--- config.mk ---
export PLATFORM = sky130hd
export DESIGN_NAME = dma_io_peripheral
export DESIGN_NICKNAME = d
export VERILOG_FILES = /design/src/rtl/dma_io_peripheral.sv
export SDC_FILE = /design/constraint.sdc
export NUM_CORES = 1
export LEC_CHECK = 0
export BUFFER_PORTS_ARGS = -buffer_cell sky130_fd_sc_hd__buf_4
export CORE_MARGIN = 1
export CORE_UTILIZATION = 57
export DETAILED_ROUTE_END_ITERATION = 6
export PLACE_DENSITY = 0.76
export SLEW_MARGIN = 15
export SYNTH_ARGS = -nofsm -noshare
export SYNTH_HDL_FRONTEND = slang
export SYNTH_SLANG_ARGS = --single-unit
--- constraint.sdc ---
create_clock -name Clock -period 4.8 [get_ports Clock]
set_input_delay 0.24 -clock Clock [delete_from_list [all_inputs] [get_ports Clock]]
set_output_delay 0.24 -clock Clock [all_outputs]
set_load 0.02 [all_outputs]
--- src/rtl/dma_io_peripheral.sv ---
// Peripheral-side 8237A DMA channel responder: raises DREQ, follows DACK and the nIOR/nIOW strobes,
// and moves bytes between the ISA-style data bus and local TX/RX FIFOs.
module dma_io_peripheral #(
  parameter int FIFO_DEPTH = 8,
  parameter bit DEMAND     = 1'b0
) (
  input  logic       Clock,
  input  logic       Reset,
  input  logic       req_start,
  input  logic       dir,
  output logic       DREQ,
  input  logic       nDACK,
  input  logic       nIOR,
  input  logic       nIOW,
  input  logic       nEOP,
  output logic [7:0] data_out,
  output logic       data_oe,
  input  logic [7:0] data_in,
  input  logic       tx_valid,
  input  logic [7:0] tx_data,
  output logic       tx_ready,
  output logic       rx_valid,
  output logic [7:0] rx_data,
  input  logic       rx_ready,
  output logic       busy,
  output logic       done,
  output logic [1:0] err,
  output logic [2:0] dbg_state
);

  localparam int AW = $clog2(FIFO_DEPTH);
  localparam int PW = AW + 1;
  localparam logic [PW-1:0] L_FULL = PW'(FIFO_DEPTH);

  typedef enum logic [2:0] {
    S_IDLE = 3'd0,
    S_REQ  = 3'd1,
    S_ACK  = 3'd2,
    S_WAIT = 3'd3,
    S_TERM = 3'd4
  } state_t;

  state_t        r_state;
  logic          r_dir;
  logic          r_dreq;
  logic          r_done;
  logic          r_busy;
  logic          r_ior_q;
  logic          r_iow_q;
  logic [7:0]    r_din;
  logic [1:0]    r_err;
  logic [7:0]    r_tx_mem [FIFO_DEPTH];
  logic [PW-1:0] r_tx_wr;
  logic [PW-1:0] r_tx_rd;
  logic [7:0]    r_rx_mem [FIFO_DEPTH];
  logic [PW-1:0] r_rx_wr;
  logic [PW-1:0] r_rx_rd;

  state_t        w_state_nxt;
  logic          w_dreq_nxt;
  logic          w_dack;
  logic          w_eop;
  logic          w_ior_rise;
  logic          w_iow_rise;
  logic          w_strobe;
  logic [PW-1:0] w_tx_count;
  logic [PW-1:0] w_rx_count;
  logic [PW-1:0] w_tx_count_nxt;
  logic [PW-1:0] w_rx_count_nxt;
  logic          w_tx_empty;
  logic          w_tx_full;
  logic          w_rx_empty;
  logic          w_rx_full;
  logic          w_tx_push;
  logic          w_tx_pop;
  logic          w_tx_unf;
  logic          w_rx_push;
  logic          w_rx_pop;
  logic          w_rx_ovf;
  logic          w_exhausted_nxt;

  // Bus handshake: a strobe counts only in ACK with DACK low, and completes on its rising edge
  // (registered previous sample low, current sample high). Local sides are valid/ready: a byte
  // moves on any cycle where valid and ready are both high.
  assign w_dack     = !nDACK;
  assign w_ior_rise = (r_state == S_ACK) && w_dack && !r_dir && !r_ior_q && nIOR;
  assign w_iow_rise = (r_state == S_ACK) && w_dack &&  r_dir && !r_iow_q && nIOW;
  assign w_strobe   = w_ior_rise || w_iow_rise;
  assign w_eop      = w_dack && !nEOP &&
                      ((r_state == S_REQ) || (r_state == S_ACK) || (r_state == S_WAIT));

  assign w_tx_count = r_tx_wr - r_tx_rd;
  assign w_rx_count = r_rx_wr - r_rx_rd;
  assign w_tx_empty = (w_tx_count == '0);
  assign w_tx_full  = (w_tx_count == L_FULL);
  assign w_rx_empty = (w_rx_count == '0);
  assign w_rx_full  = (w_rx_count == L_FULL);

  assign w_tx_push = tx_valid && !w_tx_full;
  assign w_tx_pop  = w_ior_rise && !w_tx_empty;
  assign w_tx_unf  = w_ior_rise && w_tx_empty;
  assign w_rx_pop  = !w_rx_empty && rx_ready;
  // A full RX still accepts a byte when the consumer frees a slot in the same cycle.
  assign w_rx_push = w_iow_rise && (!w_rx_full || w_rx_pop);
  assign w_rx_ovf  = w_iow_rise && w_rx_full && !w_rx_pop;

  assign w_tx_count_nxt = w_tx_count + PW'(w_tx_push) - PW'(w_tx_pop);
  assign w_rx_count_nxt = w_rx_count + PW'(w_rx_push) - PW'(w_rx_pop);
  assign w_exhausted_nxt = r_dir ? (w_rx_count_nxt == L_FULL) : (w_tx_count_nxt == '0);

  always_comb begin
    w_state_nxt = r_state;
    case (r_state)
      S_IDLE: if (req_start) w_state_nxt = S_REQ;
      S_REQ:  if (w_dack) w_state_nxt = S_ACK;
      S_ACK: begin
        if (!DEMAND && w_strobe) w_state_nxt = S_WAIT;
        else if (!w_dack)        w_state_nxt = S_REQ;
      end
      S_WAIT: if (!w_dack) w_state_nxt = S_REQ;
      S_TERM: w_state_nxt = S_IDLE;
      default: w_state_nxt = S_IDLE;
    endcase
    if (w_eop) w_state_nxt = S_TERM;
  end

  always_comb begin
    w_dreq_nxt = 1'b0;
    case (w_state_nxt)
      S_REQ:   w_dreq_nxt = 1'b1;
      S_ACK:   w_dreq_nxt = DEMAND && !w_exhausted_nxt;
      default: w_dreq_nxt = 1'b0;
    endcase
  end

  always_ff @(posedge Clock) begin
    if (Reset) begin
      r_state <= S_IDLE;
      r_dir   <= 1'b0;
      r_dreq  <= 1'b0;
      r_done  <= 1'b0;
      r_busy  <= 1'b0;
      r_ior_q <= 1'b1;
      r_iow_q <= 1'b1;
      r_din   <= 8'h00;
      r_err   <= 2'b00;
      r_tx_wr <= '0;
      r_tx_rd <= '0;
      r_rx_wr <= '0;
      r_rx_rd <= '0;
    end else begin
      r_state <= w_state_nxt;
      r_dreq  <= w_dreq_nxt;
      r_done  <= (w_state_nxt == S_TERM);
      r_busy  <= (w_state_nxt != S_IDLE);
      if ((r_state == S_IDLE) && req_start) r_dir <= dir;
      r_ior_q <= nIOR;
      r_iow_q <= nIOW;
      if (!nIOW) r_din <= data_in;
      r_err   <= r_err | {w_rx_ovf, w_tx_unf};
      if (w_tx_push) r_tx_wr <= r_tx_wr + 1'b1;
      if (w_tx_pop)  r_tx_rd <= r_tx_rd + 1'b1;
      if (w_rx_push) r_rx_wr <= r_rx_wr + 1'b1;
      if (w_rx_pop)  r_rx_rd <= r_rx_rd + 1'b1;
    end
  end

  // Storage arrays need no reset; the pointers define what is valid.
  always_ff @(posedge Clock) begin
    if (w_tx_push) r_tx_mem[r_tx_wr[AW-1:0]] <= tx_data;
    if (w_rx_push) r_rx_mem[r_rx_wr[AW-1:0]] <= r_din;
  end

  assign DREQ      = r_dreq;
  assign done      = r_done;
  assign busy      = r_busy;
  assign err       = r_err;
  assign dbg_state = r_state;
  assign data_out  = w_tx_empty ? 8'h00 : r_tx_mem[r_tx_rd[AW-1:0]];
  assign data_oe   = (r_state == S_ACK) && !r_dir && w_dack && !nIOR;
  assign tx_ready  = !w_tx_full;
  assign rx_valid  = !w_rx_empty;
  assign rx_data   = r_rx_mem[r_rx_rd[AW-1:0]];

endmodule

==> results.rst <==
.. list-table::
   :header-rows: 1

   * - Metric
     - Value
   * - Number of buffers created by CTS
     - 17
   * - Number of clock sinks
     - 169
   * - Post-Synthesis Cell Area
     - 6830 um2
   * - FMAX
     - 0.327 GHz
   * - Worst path cell trace
     - ha_1 -> a21oi_2 -> a21oi_1 -> o2111ai_1 -> nand2_1 -> nor4b_2
   * - Synthesis-to-finish area growth
     - 16.5%
   * - Clock-pin transition on the worst setup and hold timing paths
     - 0.07 ns
   * - Number of H-tree levels
     - 4
   * - Mapped Nets
     - 448
   * - Fillers
     - 757
   * - Number of flops mapped to enable cells by yosys
     - 128
   * - Clock latency of the later-clocked register in the worst-skew pair
     - 0.42 ns
   * - Startpoint-to-endpoint class of the critical path
     - register to register
   * - Post-route DRC
     - 0
   * - Overall power consumption
     - 0.00345 W
   * - Net count reported at finish
     - 507
   * - Total via count in the routed design
     - 3672
   * - Wire length reported by the detailed router
     - 12400 um
   * - Syn Inst Count
     - 412
   * - Vertical die dimension
     - 111 um
   * - Number of global-route vias before repair
     - 3801
   * - Maximum fanout count along the critical path
     - 8
   * - Cell Rows
     - 39
   * - Fin Setup TNS
     - 0 ns
   * - Max-slew headroom
     - 32.8%
   * - Most area-hungry cell type in the Yosys netlist
     - edfxtp_1
   * - Cells resized by post-CTS repair
     - 0
   * - Initial DRT Pass Iterations
     - 4
   * - Unrepaired setup endpoints after global routing
     - no
   * - GRT Total Usage
     - 21.8%
   * - Launching point of the worst reg2reg path
     - r_rx_wr[2]
   * - Slowest CP cell
     - nor4b_2
   * - Final cycle utilization of the critical path
     - 63.6%
   * - Area fraction of the dominant cell type after synthesis
     - 56.3%
   * - Synth cell types
     - 50
   * - Clock tree from TritonCTS
     - done
   * - Die area
     - 12400 um2
   * - Required time worst endpoint
     - 4.84 ns
   * - Number of maximum-capacitance constraint violations
     - 0
   * - Dominant register cell in the synthesized netlist
     - edfxtp_1
   * - GRT overflow
     - 0
   * - Average cell area after synthesis
     - 16.6 um2
   * - Crit path DAT
     - 3.09 ns
   * - Setup ws final
     - 1.75 ns
   * - Initial cell density of the core
     - 59.0%
   * - Share of post-route cells with drive strength above 1
     - 31.2%
   * - Detail-routed via count per cell
     - 5.86
   * - Share of synthesized area occupied by flip-flops and latches
     - 68.3%
   * - Worst setup slack for register-to-register paths
     - 1.75 ns
   * - Post-CTS repair timing setup buffer count
     - 0
   * - Port buffer count
     - 52
   * - Result of the run
     - finished, final reports clean
   * - DRC marker count from the first detailed-route iteration
     - 241
   * - Nature of the critical path endpoint
     - register
   * - First-pass GRT wire length
     - 19900 um
   * - Largest clock skew in the final design
     - 0.00849 ns
   * - Clock tree buffer depth
     - 2
   * - Count of nets left with antenna violations after detail routing
     - 0
   * - Length in cells of the worst reg-to-reg path
     - 6
   * - Reg-to-reg endpoint
     - r_rx_mem[3][5]
   * - Number of hold violations in the final report
     - 0
   * - Sort of element at the start of the critical path
     - register
   * - Power per cell area
     - 434 nW/um2
   * - Core box area
     - 11600 um2
   * - Final Slew Violations
     - 0
   * - Max rail drop VDD
     - 0.000399 V
   * - Clock root buffer
     - clkbuf_16
   * - Worst setup slack after placement
     - 1.55 ns
   * - Detailed-route wire length per cell
     - 19.7 um
   * - Hold path startpoint
     - nIOR
   * - Maximum number of pins on one net before global-route repair
     - 35
   * - Depth of the worst hold-timing path
     - 2
   * - Placed wire-length estimate
     - 7740 um
   * - Number of top-level pins
     - 53
   * - Yosys Warn Count
     - 0
   * - Lkg Pwr
     - 2.74 nW
   * - Final setup viols
     - 0
   * - Flop and latch count out of synthesis
     - 169
   * - Worst Hold End
     - r_ior_q
   * - Top cells by area in the synthesized netlist
     - edfxtp_1 (56%), dfxtp_1 (12%), mux4_2 (11%), mux2i_1 (2.8%), nor2_1 (1.9%)
   * - Share of async-settable or async-resettable flops after synthesis
     - 0%
   * - Die X
     - 111 um
   * - Number of antenna violations at the first check in global routing
     - 0
   * - Final critical-path required period
     - 3.05 ns
   * - Highest cell delay on the worst timing path
     - 0.86 ns
   * - Pin slew with the least headroom to its limit
     - 1.01 ns
   * - Hold Path Class
     - primary input to register
   * - Final RePlAce weighted congestion
     - 0.762
   * - Total inserted antenna cells
     - 0
==> worst max path at each step <==
stage | cells past startpoint | end | start | slack (ns)
after floorplan | 6 | r_rx_mem[1][0] | r_rx_wr[2] | 1.99
after detailed placement | 6 | r_rx_mem[2][3] | r_rx_wr[2] | 1.55
after global placement | 6 | r_rx_mem[2][3] | r_rx_wr[2] | 1.66
final | 6 | r_rx_mem[3][5] | r_rx_wr[2] | 1.75
after CTS | 6 | r_rx_mem[2][2] | r_rx_wr[2] | 1.54
after global routing | 6 | r_rx_mem[3][5] | r_rx_wr[2] | 1.50
==> layout by cell type, fill, tap and decap left out, types with 8 or more instances in the layout <==
cell type  synthesis  final
edfxtp_1         128    128
buf_4              0     57
dfxtp_1           41     39
nor2_1            35     35
mux4_2            32     32
mux2i_1           19     19
a21oi_1           18     18
clkbuf_16          0     17
inv_1             11     11
nand2_1           10     10
ha_1              10     10
mux2_2             9      9
nand3_1            8      8
==> stage by stage <==
step	area [um2]	utilization (%)	instances	hold WS, ns
4_1_cts	7940	68.6	627	0.0137
3_3_place_gp	7350	63.6	594	0.437
3_5_place_dp	7350	63.6	594	0.441
5_1_grt	7950	68.8	627	0.0101
6_report	7950	68.8	627	0.0289
2_1_floorplan	6830	-	412	0.317
==> worst max-delay path, delay by kind of cell (launching register included) <==
family                   cells  cell delay (ns)
flip-flops                   1             0.50
AND/OR/NAND/NOR              2             1.05
adder cells (fa/ha/maj)      1             0.36
AO/OA/AOI/OAI                3             0.75
==> per-layer routing <==
metal	vias up	wire, um	track usage, %
met2	79	6630	38.3
met4	0	115	6.31
met3	12	452	6.15
li1	1733	-	-
met1	1848	5170	26.3
met5	-	0	0
==> cells in the mapped netlist, types with 2 or more instances <==
| cell | n |
|---|---|
| edfxtp_1 | 128 |
| dfxtp_1 | 41 |
| nor2_1 | 35 |
| mux4_2 | 32 |
| mux2i_1 | 19 |
| a21oi_1 | 18 |
| inv_1 | 11 |
| ha_1 | 10 |
| nand2_1 | 10 |
| mux2_2 | 9 |
| nand3_1 | 8 |
| clkbuf_1 | 7 |
| o21ai_0 | 7 |
| nor3_1 | 6 |
| buf_1 | 5 |
| buf_2 | 5 |
| or3_1 | 5 |
| nor4_1 | 4 |
| o31ai_1 | 4 |
| or4_1 | 4 |
| nor2b_1 | 3 |
| or2_2 | 3 |
| xnor2_1 | 3 |
| xor2_1 | 3 |
| a211oi_1 | 2 |
| nand2b_1 | 2 |
| nand3b_1 | 2 |
| nor3b_1 | 2 |
| nor4b_2 | 2 |
| o41ai_4 | 2 |
==> where the power goes <==
group	switching, W	leakage (nW)	internal (W)	total (W)
logic	0.000215	0.943	0.000238	0.000454
registers	0.0000695	1.50	0.00161	0.00168
clock network	0.000587	0.289	0.000736	0.00132
total	0.000872	2.74	0.00258	0.00345
==> area by class of cell <==
type                       count  area [um2]  area share [%]
multi-input combinational    214        2050            25.8
clock buffer                  17         425            5.35
timing repair buffer          58         438            5.51
inverter                      11        41.3           0.519
sequential                   169        4670            58.7
clock inverter                15         150            1.89
tap                          143         179            2.25
==> repair_timing <==
action	CTS	global route
endpoints found under the setup margin	0	0
hold buffers	1	0
endpoints found under the hold margin	1	0
==> cells by family after synthesis <==
group	after synthesis	synth area share (%)
flops	169	68.3
simple gates	98	8.10
mux	60	14.8
compound gates	40	4.36
buf+inv	29	1.80
fa+ha+maj	10	1.83
xor+xnor	6	0.770
==> registers in the layout (all words and copies together) (netlist names), named ones only <==
| signal | cells |
|---|---|
| done | 1 |
| r_dir | 1 |
| r_iow_q | 1 |
| r_tx_mem | 64 |
| r_rx_rd | 4 |
| DREQ | 1 |
| r_rx_mem | 64 |
| err | 2 |
| dbg_state | 3 |
| r_rx_wr | 4 |
| busy | 1 |
| r_ior_q | 1 |
| r_din | 8 |
| r_tx_wr | 4 |
| r_tx_rd | 4 |
Note: power is estimated with default switching activity, not from simulation.
